[src/rtl/if_stage.sv]
// Instruction fetch stage: issues one instruction-memory request at a time,
// captures the returned word and holds it for the decoder until consumed.
module if_stage #(
  parameter logic [31:0] RESET_PC = 32'h0000_0000,
  parameter logic [31:0] PC_INC   = 32'd4
) (
  input  logic        i_clk,
  input  logic        i_reset,
  input  logic        i_pc_sel,
  input  logic [31:0] i_alu_data,
  input  logic        i_stall,
  output logic        o_imem_req,
  output logic [31:0] o_imem_addr,
  input  logic        i_imem_rvalid,
  input  logic [31:0] i_imem_rdata,
  output logic [31:0] o_inst,
  output logic [31:0] o_pc,
  output logic [31:0] o_pc_four,
  output logic        o_inst_vld,
  output logic [31:0] o_inst_cnt
);

  localparam logic [31:0] NOP_INST = 32'h0000_0013;

  typedef enum logic [1:0] {
    IDLE  = 2'd0,
    FETCH = 2'd1,
    WAIT  = 2'd2,
    VALID = 2'd3
  } state_e;

  state_e      state_q, state_d;
  logic [31:0] pc_q, pc_d;
  logic [31:0] inst_q, inst_d;
  logic [31:0] cnt_q, cnt_d;
  logic        consume;

  assign consume = (state_q == VALID) && !i_stall;

  // Reset wins over any same-edge read data, so an in-flight fetch is dropped.
  always_ff @(posedge i_clk) begin
    if (!i_reset) begin
      state_q <= IDLE;
      pc_q    <= RESET_PC;
      inst_q  <= NOP_INST;
      cnt_q   <= 32'd0;
    end else begin
      state_q <= state_d;
      pc_q    <= pc_d;
      inst_q  <= inst_d;
      cnt_q   <= cnt_d;
    end
  end

  always_comb begin
    state_d = state_q;
    pc_d    = pc_q;
    inst_d  = inst_q;
    cnt_d   = cnt_q;
    case (state_q)
      IDLE:  state_d = FETCH;
      FETCH: state_d = WAIT;
      WAIT: begin
        if (i_imem_rvalid) begin
          inst_d  = i_imem_rdata;
          state_d = VALID;
        end
      end
      VALID: begin
        // Redirect targets are silently word-aligned; no misalignment fault exists here.
        if (consume) begin
          pc_d    = i_pc_sel ? (i_alu_data & 32'hFFFF_FFFC) : (pc_q + PC_INC);
          cnt_d   = cnt_q + 32'd1;
          state_d = FETCH;
        end
      end
      default: state_d = IDLE;
    endcase
  end

  assign o_imem_req  = (state_q == FETCH);
  assign o_imem_addr = pc_q;
  assign o_inst      = inst_q;
  assign o_pc        = pc_q;
  assign o_pc_four   = pc_q + PC_INC;
  assign o_inst_vld  = (state_q == VALID);
  assign o_inst_cnt  = cnt_q;

endmodule
[config.mk]
export PLATFORM = sky130hd
export DESIGN_NAME = if_stage
export DESIGN_NICKNAME = d
export VERILOG_FILES = /design/src/rtl/if_stage.sv
export SDC_FILE = /design/constraint.sdc
export NUM_CORES = 1
export LEC_CHECK = 0
export CAP_MARGIN = 25
export CORE_MARGIN = 10
export CORE_UTILIZATION = 30
export CTS_CLUSTER_SIZE = 14
export DETAILED_ROUTE_END_ITERATION = 16
export GPL_TIMING_DRIVEN = 0
export SYNTH_ARGS = -nofsm -noshare
export SYNTH_HDL_FRONTEND = slang
export SYNTH_SLANG_ARGS = --single-unit
export TNS_END_PERCENT = 10
[constraint.sdc]
create_clock -name i_clk -period 3.7 [get_ports i_clk]
set_clock_uncertainty 0.2 [all_clocks]
set_input_delay 0.37 -clock i_clk [delete_from_list [all_inputs] [get_ports i_clk]]
set_output_delay 0.37 -clock i_clk [all_outputs]
set_load 0.02 [all_outputs]
==> summary.md, run 1 <==
| Metric | Value |
|---|---|
| First DRT Iteration DRCs | `435` |
| Syn_area_per_cell | `7.77 um^2` |
| IO Pins | `231` |
| Worst EP required | `3130 ps` |
| Largest net degree at the start of global routing | `16` |
| Final min period | `3660 ps` |
| Hold Crit Class | `reg -> reg` |
| WP data arrival | `3090 ps` |
| Relative slew slack | `50.1%` |
| Critical path depth | `7` |
| Worst path bufs/invs | `3` |
| Final Wtd Congestion | `0.863` |
| Worst slack at placement | `86.5 ps` |
| CTS tree | `built` |
| Sequential-to-total area share from yosys stat | `35.3%` |
| # rows | `49` |
| Cell Area, Synth | `5440 um^2` |
| Antenna violations before repair | `1` |
| Hold_buf cts | `0` |
| Startpoint Class | `flip-flop` |
| Max-slew violation count | `0` |
| Largest stage delay on the critical path | `650 ps` |
| Post-DRT Antenna Nets | `0` |
| Ys flop type | `dfxtp_1` |
| RSZ-0062 raised after global routing | `true` |
| Grt met3 use | `6.68%` |
| Register-to-Register Path Depth | `8` |
| Worst VDD drop | `218 uV` |
| Largest fanout on the critical path | `10` |
| Vias in the first global route | `5958` |
| R2r endpoint | `o_imem_addr[9]` |
| Clk pin slew, worst setup/hold paths | `70 ps` |
| DR DRC count | `0` |
| DRT Pass-1 Iters | `5` |
| Cell variety after synth | `61` |
| Launch point of the worst path | `o_imem_addr[5]` |
| Met1 usage | `20.9%` |
| WL/cell | `18.3 um` |
| Crit path cell chain | `buf_2 -> nand4_1 -> buf_2 -> nor3_2 -> nand2_1 -> xnor2_1 -> clkdlybuf4s50_1` |
| Most frequent CP cell | `buf_2` |
| Clk root buf | `clkbuf_16` |
| Initial Util | `30.4%` |
| Max Clk Rate | `0.273 GHz` |
| DR vias/cell | `5.11` |
| Num Clock Sinks | `96` |
| Placed insts | `1155` |
| Diode count | `0` |
| Endpoints failing setup | `0` |
| Syn Inst Count | `700` |
| Layout cells sized above 1 | `8.93%` |
| Max Cap Viol | `0` |
| Die Height | `155 um` |
| Worst hold stages | `2` |
| Post-synthesis sequential element count | `96` |
| CP Capture Type | `primary output` |
| Port bufs | `221` |
| Status | `completed` |
| Die area | `23900 um^2` |
| Worst skew pair latency | `350 ps` |
| Worst setup path category | `reg -> out` |
| Flop2flop setup slack | `910 ps` |
| Asr flop ratio synth | `0%` |
| Final instance count without filler cells | `1170` |
| CP max-delay cell | `clkdlybuf4s50_1` |
| Final worst-path setup slack | `40.3 ps` |
| Nets | `1012` |
| Actual slew at the worst max-slew pin | `749 ps` |
| Detail Placement HPWL | `16400 um` |
| Met2 Track Usage GR | `28.3%` |
| WHS | `253 ps` |
| CORE AREA | `17900 um^2` |
| GRT overflow | `0` |
| Die width | `155 um` |
| Total setup buffers inserted after CTS | `0` |
| Final Core Density | `46.5%` |
| Final wirelength | `21500 um` |
| Worst Setup EP | `o_pc_four[19]` |
| Fin. Hold Viols | `0` |
| Longest Clk Path Bufs | `2` |
| Global routing's busiest layer | `met2` |
| RR Startpoint | `state_q[0]` |
| Static leakage | `0.00298 uW` |
| Via count | `5980` |
| Largest delay share family, worst path | `buffers and inverters` |
| Synth warnings | `0` |
| Power per cell area | `347 nW/um^2` |
| Synth-to-layout area growth | `53.0%` |
| GRT Util Overall | `17.3%` |
| Num CTS Buffers | `9` |
| Htree depth | `3` |
| Post-synth EDFFs | `0` |
| First-pass GRT wire length | `33800 um` |
| Period utilization | `98.9%` |
where the power goes:
part	switching [uW]	leakage [uW]	internal, uW
Sequential	59.8	0.000776	1100
Clock	421	0.000144	559
Combinational	409	0.00206	342
area by class of cell:
| type | instances | area, um^2 |
|---|---|---|
| Inverter | 14 | 52.6 |
| Tap cell | 229 | 287 |
| Multi-Input combinational cell | 504 | 3050 |
| Sequential cell | 96 | 1920 |
| Clock buffer | 11 | 253 |
| Timing Repair Buffer | 221 | 2210 |
| Clock inverter | 4 | 53.8 |
| Fill cell | 1829 | 9580 |
| Buffer | 91 | 498 |
logic make-up (layout without fill, tap and decap cells):
family,Yosys count,in the layout,synth area share [%]
flip-flops,96,96,35.3
other,1,6,0.0689
XOR/XNOR,36,36,5.79
buffers and inverters,105,341,10.0
multiplexers,11,11,2.07
AO/OA/AOI/OAI,150,150,17.5
AND/OR/NAND/NOR,295,295,27.9
adder cells (fa/ha/maj),6,6,1.38
synth_stat cells (all sizes together) (8+ instances only):
master | number | area, um^2
nand2 | 116 | 435
dfxtp | 96 | 1920
a21oi | 61 | 305
buf | 52 | 347
clkbuf | 39 | 148
nand3 | 33 | 165
nor2 | 28 | 105
nand4 | 24 | 156
o21ai | 21 | 105
xnor2 | 21 | 184
nor3 | 18 | 90.1
or4 | 15 | 120
xor2 | 15 | 131
inv | 14 | 52.6
nor4 | 12 | 81.3
and3 | 11 | 68.8
o31ai | 11 | 82.6
or3 | 11 | 73.8
mux2i | 9 | 90.1
a31oi | 8 | 50.1
flip-flops by register name, summed over array words and instances, names as in the netlist:
name,flops
o_inst,32
o_inst_cnt,32
state_q,2
o_imem_addr,30
worst min-delay path by stage:
| stage | endpoint | slack [ps] | from |
|---|---|---|---|
| after floorplan | o_inst[0] | 290 | i_imem_rdata[0] |
| after global placement | o_inst[7] | 240 | o_inst[7] |
| after detailed placement | o_inst[6] | 250 | o_inst[6] |
| after CTS | o_inst[19] | 260 | o_inst[19] |
| after global routing | o_inst[25] | 270 | o_inst[25] |
| final | o_inst[29] | 250 | o_inst[29] |
stage by stage:
stage          instance area (um^2)  power, uW  TNS, ps
2_1_floorplan                  5460       1570        0
3_3_place_gp                   7960       1930        0
3_5_place_dp                   7960       1940        0
4_1_cts                        8280       2930    -92.2
5_1_grt                        8320       3030     -888
6_report                       8320       2890        0
repair_timing:
action                                  CTS  global route
endpoints found under the setup margin    9            12
pin swaps                                 2             1
resized for setup                         7            18
worst register-to-register path: cells and delay by family (launching register included):
| kind | cells | cell delay (ps) |
|---|---|---|
| buffers and inverters | 4 | 1490 |
| adders and majority gates | 1 | 230 |
| DFF | 1 | 350 |
| and+or+nand+nor | 1 | 90 |
| AOI/OAI and AO/OA | 2 | 360 |
placed cells by master (no fill, tap or decap), types with 5 or more instances in the layout:
cell type and count:
clkdlybuf4s50_1 215, nand2_1 116, dfxtp_1 96, a21oi_1 61, buf_4 36, clkbuf_1 35
nand3_1 33, nor2_1 27, nand4_1 23, xnor2_1 21, o21ai_0 21, xor2_1 15
nor3_1 14, or4_1 13, inv_1 13, and3_1 11, o31ai_1 11, or3_1 10
nor4_1 9, mux2i_1 9, clkbuf_16 9, buf_2 8, buf_1 8, a31oi_1 8
and4_1 7, a211oi_1 7, a22oi_1 6, ha_1 6, conb_1 6, o21a_1 5
nand2b_1 5, nor4b_1 5
per-layer routing:
layer | part of all wire, % | wire [um] | vias up
met2 | 48 | 10300 | 228
met3 | 9.4 | 2020 | 18
met5 | 0 | 0 | -
li1 | - | - | 2949
met4 | 1.2 | 260 | 0
met1 | 41 | 8880 | 2785
(Power assumes the default switching activity.)
==> inputs of run 2 (changes only) <==
Settings changed: HOLD_SLACK_MARGIN set to 0.08, SKIP_CTS_REPAIR_TIMING set to 1.
==> summary.md, run 2 (synthesis gave the netlist of run 1 again) <==
| Metric | Value |
|---|---|
| Flop2flop setup slack | `900 ps (was 910 ps)` |
| Worst setup path category | `reg -> out (unchanged)` |
| Max-slew violation count | `0 (unchanged)` |
| Sequential cell area | `1920 um^2 (unchanged)` |
| CORE AREA | `17900 um^2 (unchanged)` |
| # rows | `49 (unchanged)` |
| First-pass GRT wire length | `33700 um (was 33800 um)` |
| Nets | `1015 (was 1012)` |
| Switching power of the nets | `893 uW (was 889 uW)` |
| Clk network pwr share | `34.0% (was 33.9%)` |
| Post-DRT Antenna Nets | `0 (unchanged)` |
| Initial Util | `30.4% (unchanged)` |
| Final min period | `3710 ps (was 3660 ps)` |
| CTS tree | `built (unchanged)` |
| Via count | `5970 (was 5980)` |
| WP data arrival | `3140 ps (was 3090 ps)` |
| Htree depth | `3 (unchanged)` |
| Num CTS Buffers | `9 (unchanged)` |
| DR DRC count | `0 (unchanged)` |
| Fin. Hold Viols | `0 (unchanged)` |
| Period utilization | `100% (was 98.9%)` |
| Die Height | `155 um (unchanged)` |
| Failing checks | `negative setup slack` |
| Antenna violations before repair | `1 (unchanged)` |
| Startpoint Class | `flip-flop (unchanged)` |
| GRT overflow | `0 (unchanged)` |
| IO Pins | `231 (unchanged)` |
| Actual slew at the worst max-slew pin | `726 ps (was 749 ps)` |
| Longest Clk Path Bufs | `2 (unchanged)` |
| Status | `finished with violations (was completed)` |
| Largest net degree at the start of global routing | `16 (unchanged)` |
| Worst EP required | `3130 ps (about the same)` |
| Final worst-path setup slack | `-8.66 ps (was 40.3 ps)` |
| Die width | `155 um (unchanged)` |
| Relative slew slack | `51.6% (was 50.1%)` |
| RSZ-0062 raised after global routing | `true (unchanged)` |
| Power per cell area | `347 nW/um^2 (about the same)` |
| Layout cells sized above 1 | `8.69% (was 8.93%)` |
| CP Capture Type | `primary output (unchanged)` |
| DR vias/cell | `5.09 (was 5.11)` |
| Most frequent cells in the layout | `clkdlybuf4s50_1 (221), nand2_1 (116), dfxtp_1 (96) (was clkdlybuf4s50_1 (215), nand2_1 (116), dfxtp_1 (96))` |
| Commonest non-fill, non-tap cell in the layout | `clkdlybuf4s50_1 (unchanged)` |
| First DRT Iteration DRCs | `436 (was 435)` |
| P_int | `2000 uW (about the same)` |
| Vias in the first global route | `5958 (unchanged)` |
| Switch share | `30.9% (was 30.8%)` |
| Hold Crit Class | `reg -> reg (unchanged)` |
| Worst VDD drop | `218 uV (about the same)` |
| Synth-to-layout area growth | `53.1% (was 53.0%)` |
| Clk root buf | `clkbuf_16 (unchanged)` |
| Detail Placement HPWL | `16400 um (unchanged)` |
| Area of the multi-input gates | `3040 um^2 (was 3050 um^2)` |
| Final wirelength | `21500 um (about the same)` |
| Final Wtd Congestion | `0.863 (unchanged)` |
| Die area | `23900 um^2 (unchanged)` |
| Num Clock Sinks | `96 (unchanged)` |
| Port bufs | `221 (unchanged)` |
| Total chip power | `2890 uW (about the same)` |
| Largest fanout on the critical path | `9 (was 10)` |
| Static leakage | `0.00291 uW (was 0.00298 uW)` |
| Diode count | `0 (unchanged)` |
| Max Clk Rate | `0.270 GHz (was 0.273 GHz)` |
| WHS | `253 ps (unchanged)` |
| Clk pin slew, worst setup/hold paths | `70 ps (about the same)` |
| Fill cell count | `1831 (was 1829)` |
| Comb pwr share | `26.0% (about the same)` |
| WL/cell | `18.3 um (about the same)` |
| Worst skew pair latency | `350 ps (about the same)` |
| Seq pwr share | `40.0% (was 40.1%)` |
| DRT Pass-1 Iters | `5 (unchanged)` |
| Max Cap Viol | `0 (unchanged)` |
| GRT Util Overall | `17.3% (about the same)` |
| Endpoints failing setup | `1 (was 0)` |
[run 2: changes by cell type in the layout (fill, tap and decap cells not counted), sizes merged]
cell           delta
clkdlybuf4s50     +6
dlygate4sd2       -2
dlymetal6s2s      -3
buf               +2
[run 2: path summary, 6_finish.rpt]
| check | end | cells after the start | start |
|---|---|---|---|
| min reg2reg | o_inst[29] | 2 | o_inst[29] |
| max reg2reg | o_imem_addr[17] | 7 | state_q[0] |
| max | o_pc_four[31] | 7 | o_imem_addr[14] |
| min | o_inst[29] | 2 | o_inst[29] |
[run 2: cell type report]
| cell class | count | share of cell area [%] |
|---|---|---|
| well taps | 229 | 3.44 |
| clock buffers | 11 | 3.03 |
| flip-flops and latches | 96 | 23.1 |
| multi-input cells | 504 | 36.4 |
| plain buffers | 91 | 5.93 |
| clock inverters | 4 | 0.646 |
| inverters | 14 | 0.631 |
| repair buffers | 224 | 26.8 |
[run 2: per-stage QoR]
step                      std cells  area (um^2)  utilization (%)  worst slack (ps)  TNS [ps]
after floorplan                 705         5460                -               898         0
after global placement         1155         7960             44.5              81.3         0
after detailed placement       1155         7960             44.5              86.5         0
after CTS                      1170         8270             46.2              -300      -983
after global routing           1173         8330             46.5              -144      -317
final                          1173         8330             46.5             -8.66     -8.66
[run 2: power by group through the flow]
| stage | sequential (uW) | combinational [uW] | clock (uW) |
|---|---|---|---|
| 6_report | 1160 | 752 | 984 |
| 5_1_grt | 1170 | 817 | 1050 |
| 4_1_cts | 1160 | 761 | 1010 |
| 3_5_place_dp | 1180 | 757 | 0 |
| 3_3_place_gp | 1180 | 755 | 0 |
| 2_1_floorplan | 1230 | 334 | 0 |
[run 2: critical path: stages (launching register included)]
cell and delay, ps:
dfxtp_1 350, clkbuf_1 310, nand4_1 300, or4_1 480, buf_2 210, or3_4 360, xnor2_1 150, clkdlybuf4s50_1 630
[run 2: per-layer routing]
layer  GRT usage [%]  up-vias  part of all wire (%)
met4            4.18        0                   1.2
met1            20.9     2794                    42
li1                -     2953                     -
met2            28.3      205                    48
met3            6.68       18                   9.2
met5               0        -                     0
==> inputs of run 3 (changes only) <==
Settings changed: CORE_ASPECT_RATIO set to 1.25.
==> summary.md, run 3 (synthesis gave the netlist of run 1 again) <==
| Metric | Value |
|---|---|
| Fin. Hold Viols | `0 (unchanged)` |
| WP data arrival | `3100 ps (was 3140 ps)` |
| Largest fanout on the critical path | `9 (unchanged)` |
| Comb pwr share | `24.5% (was 26.0%)` |
| Register-to-Register Path Depth | `7 (unchanged)` |
| Status | `completed (was finished with violations)` |
| Worst VDD drop | `226 uV (was 218 uV)` |
| Top layer in use | `met4 (unchanged)` |
| Diode count | `0 (unchanged)` |
| Synth-to-layout area growth | `54.3% (was 53.1%)` |
| Seq pwr share | `37.4% (was 40.0%)` |
| Fill cell count | `1817 (was 1831)` |
| First DRT Iteration DRCs | `365 (was 436)` |
| Worst skew pair latency | `350 ps (about the same)` |
| Clk pin slew, worst setup/hold paths | `70 ps (about the same)` |
| Htree depth | `3 (unchanged)` |
| Relative slew slack | `46.6% (was 51.6%)` |
| Num Clock Sinks | `96 (unchanged)` |
| CTS tree | `built (unchanged)` |
| P_int | `2180 uW (was 2000 uW)` |
| Power per cell area | `367 nW/um^2 (was 347 nW/um^2)` |
| # rows | `55 (was 49)` |
| DR vias/cell | `5.11 (was 5.09)` |
| DR DRC count | `0 (unchanged)` |
| Max Clk Rate | `0.273 GHz (was 0.270 GHz)` |
| Final wirelength | `21600 um (was 21500 um)` |
| Endpoints failing setup | `0 (was 1)` |
| First-pass GRT wire length | `33300 um (was 33700 um)` |
| WHS | `254 ps (was 253 ps)` |
| Final min period | `3670 ps (was 3710 ps)` |
| Detail Placement HPWL | `16600 um (was 16400 um)` |
| Met2 wire len | `10900 um (was 10200 um)` |
| Worst setup path category | `reg -> out (unchanged)` |
| M1 WL | `8820 um (was 8980 um)` |
| Nets | `1016 (was 1015)` |
| Post-DRT Antenna Nets | `0 (unchanged)` |
| Num CTS Buffers | `9 (unchanged)` |
| Final Wtd Congestion | `0.828 (was 0.863)` |
| Actual slew at the worst max-slew pin | `794 ps (was 726 ps)` |
| R2r endpoint | `o_imem_addr[18] (was o_imem_addr[17])` |
| GRT overflow | `0 (unchanged)` |
| Worst Setup EP | `o_pc_four[31] (unchanged)` |
| Longest Clk Path Bufs | `2 (unchanged)` |
| Max-slew violation count | `0 (unchanged)` |
| Area of the multi-input gates | `3040 um^2 (unchanged)` |
| CP Capture Type | `primary output (unchanged)` |
| Antenna violations before repair | `0 (was 1)` |
| Final instance count without filler cells | `1174 (was 1173)` |
| Die Height | `171 um (was 155 um)` |
| Placed insts | `1154 (was 1155)` |
| Layout cells sized above 1 | `8.77% (was 8.69%)` |
| WL/cell | `18.4 um (was 18.3 um)` |
| IO Pins | `231 (unchanged)` |
| Switching power of the nets | `911 uW (was 893 uW)` |
| DRT Pass-1 Iters | `5 (unchanged)` |
| Switch share | `29.5% (was 30.9%)` |
| Hold Crit Class | `reg -> reg (unchanged)` |
| Port bufs | `221 (unchanged)` |
| Launch point of the worst path | `o_imem_addr[16] (was o_imem_addr[14])` |
| Routed met3 length | `1470 um (was 1970 um)` |
| Vias in the first global route | `5790 (was 5958)` |
| Setup TNS | `0 ps (was -8.66 ps)` |
| Clk network pwr share | `38.1% (was 34.0%)` |
| CORE AREA | `18000 um^2 (was 17900 um^2)` |
| Final worst-path setup slack | `31.8 ps (was -8.66 ps)` |
| Commonest non-fill, non-tap cell in the layout | `clkdlybuf4s50_1 (unchanged)` |
| Max Cap Viol | `0 (unchanged)` |
| RR Startpoint | `state_q[0] (unchanged)` |
| GRT Util Overall | `17.2% (was 17.3%)` |
| Startpoint Class | `flip-flop (unchanged)` |
| Period utilization | `99.1% (was 100%)` |
| Worst EP required | `3130 ps (about the same)` |
| Die width | `140 um (was 155 um)` |
| Via count | `5996 (was 5970)` |
| Flop2flop setup slack | `900 ps (about the same)` |
| Initial Util | `30.3% (was 30.4%)` |
| Largest net degree at the start of global routing | `17 (was 16)` |
| Worst slack at placement | `69.8 ps (was 86.5 ps)` |
| RSZ-0062 raised after global routing | `true (unchanged)` |
| Most frequent cells in the layout | `clkdlybuf4s50_1 (221), nand2_1 (116), dfxtp_1 (96) (unchanged)` |
| Sequential cell area | `1920 um^2 (unchanged)` |
| Clk root buf | `clkbuf_16 (unchanged)` |
| Static leakage | `0.00295 uW (was 0.00291 uW)` |
| Die area | `24000 um^2 (was 23900 um^2)` |
-- run 3: changes by cell type in the layout (fill, tap and decap cells not counted), sizes merged --
cell      previous run  this run
buf                 55        56
bufinv               1         4
clkbuf              50        49
clkinv               1         0
clkinvlp             2         0
inv                 14        16
-- run 3: worst min path at each step --
stage          slack [ps]    endpoint            start  depth (start not counted)
3_5_place_dp          250  o_inst[24]       o_inst[24]                          2
6_report              250   o_inst[6]        o_inst[6]                          2
4_1_cts               260  o_inst[21]       o_inst[21]                          2
5_1_grt               270  o_inst[22]       o_inst[22]                          2
3_3_place_gp          240  o_inst[17]       o_inst[17]                          2
2_1_floorplan         290   o_inst[0]  i_imem_rdata[0]                          2
-- run 3: power groups by stage --
stage / sequential, uW / combinational (uW) / clock [uW]
finish: 1160 / 755 / 1180
detailed placement: 1180 / 757 / 0
global placement: 1180 / 754 / 0
global route: 1170 / 814 / 1230
floorplan: 1230 / 334 / 0
CTS: 1160 / 760 / 1200
-- run 3: cell type report --
class,instances,share of cell area [%]
buffer,91,5.88
clock buffer,10,2.73
clock inverter,6,1.64
inverter,14,0.626
multi-input combinational,504,36.1
sequential,96,22.9
tap,228,3.40
timing repair buffer,225,26.7
-- run 3: stage by stage --
stage | cell area, um^2 | util [%] | power, uW
after detailed placement | 7960 | 44.3 | 1940
after CTS | 8320 | 46.3 | 3110
after floorplan | 5460 | - | 1570
final | 8400 | 46.8 | 3090
after global routing | 8400 | 46.8 | 3210
after global placement | 7960 | 44.3 | 1930
-- run 3: metal layers --
metal / vias to the layer above / global-route usage, %
li1: 2953 / -
met1: 2822 / 20.0
met2: 201 / 30.1
met3: 20 / 4.71
met4: 0 / 4.81
met5: - / 0
-- run 3: worst max-delay path, stage by stage (launching register included) --
cell and delay [ps]:
dfxtp_1 390, clkbuf_1 340, nand4_1 230, or4_1 440, buf_2 210, or3_4 360
xnor2_1 130, clkdlybuf4s50_1 650
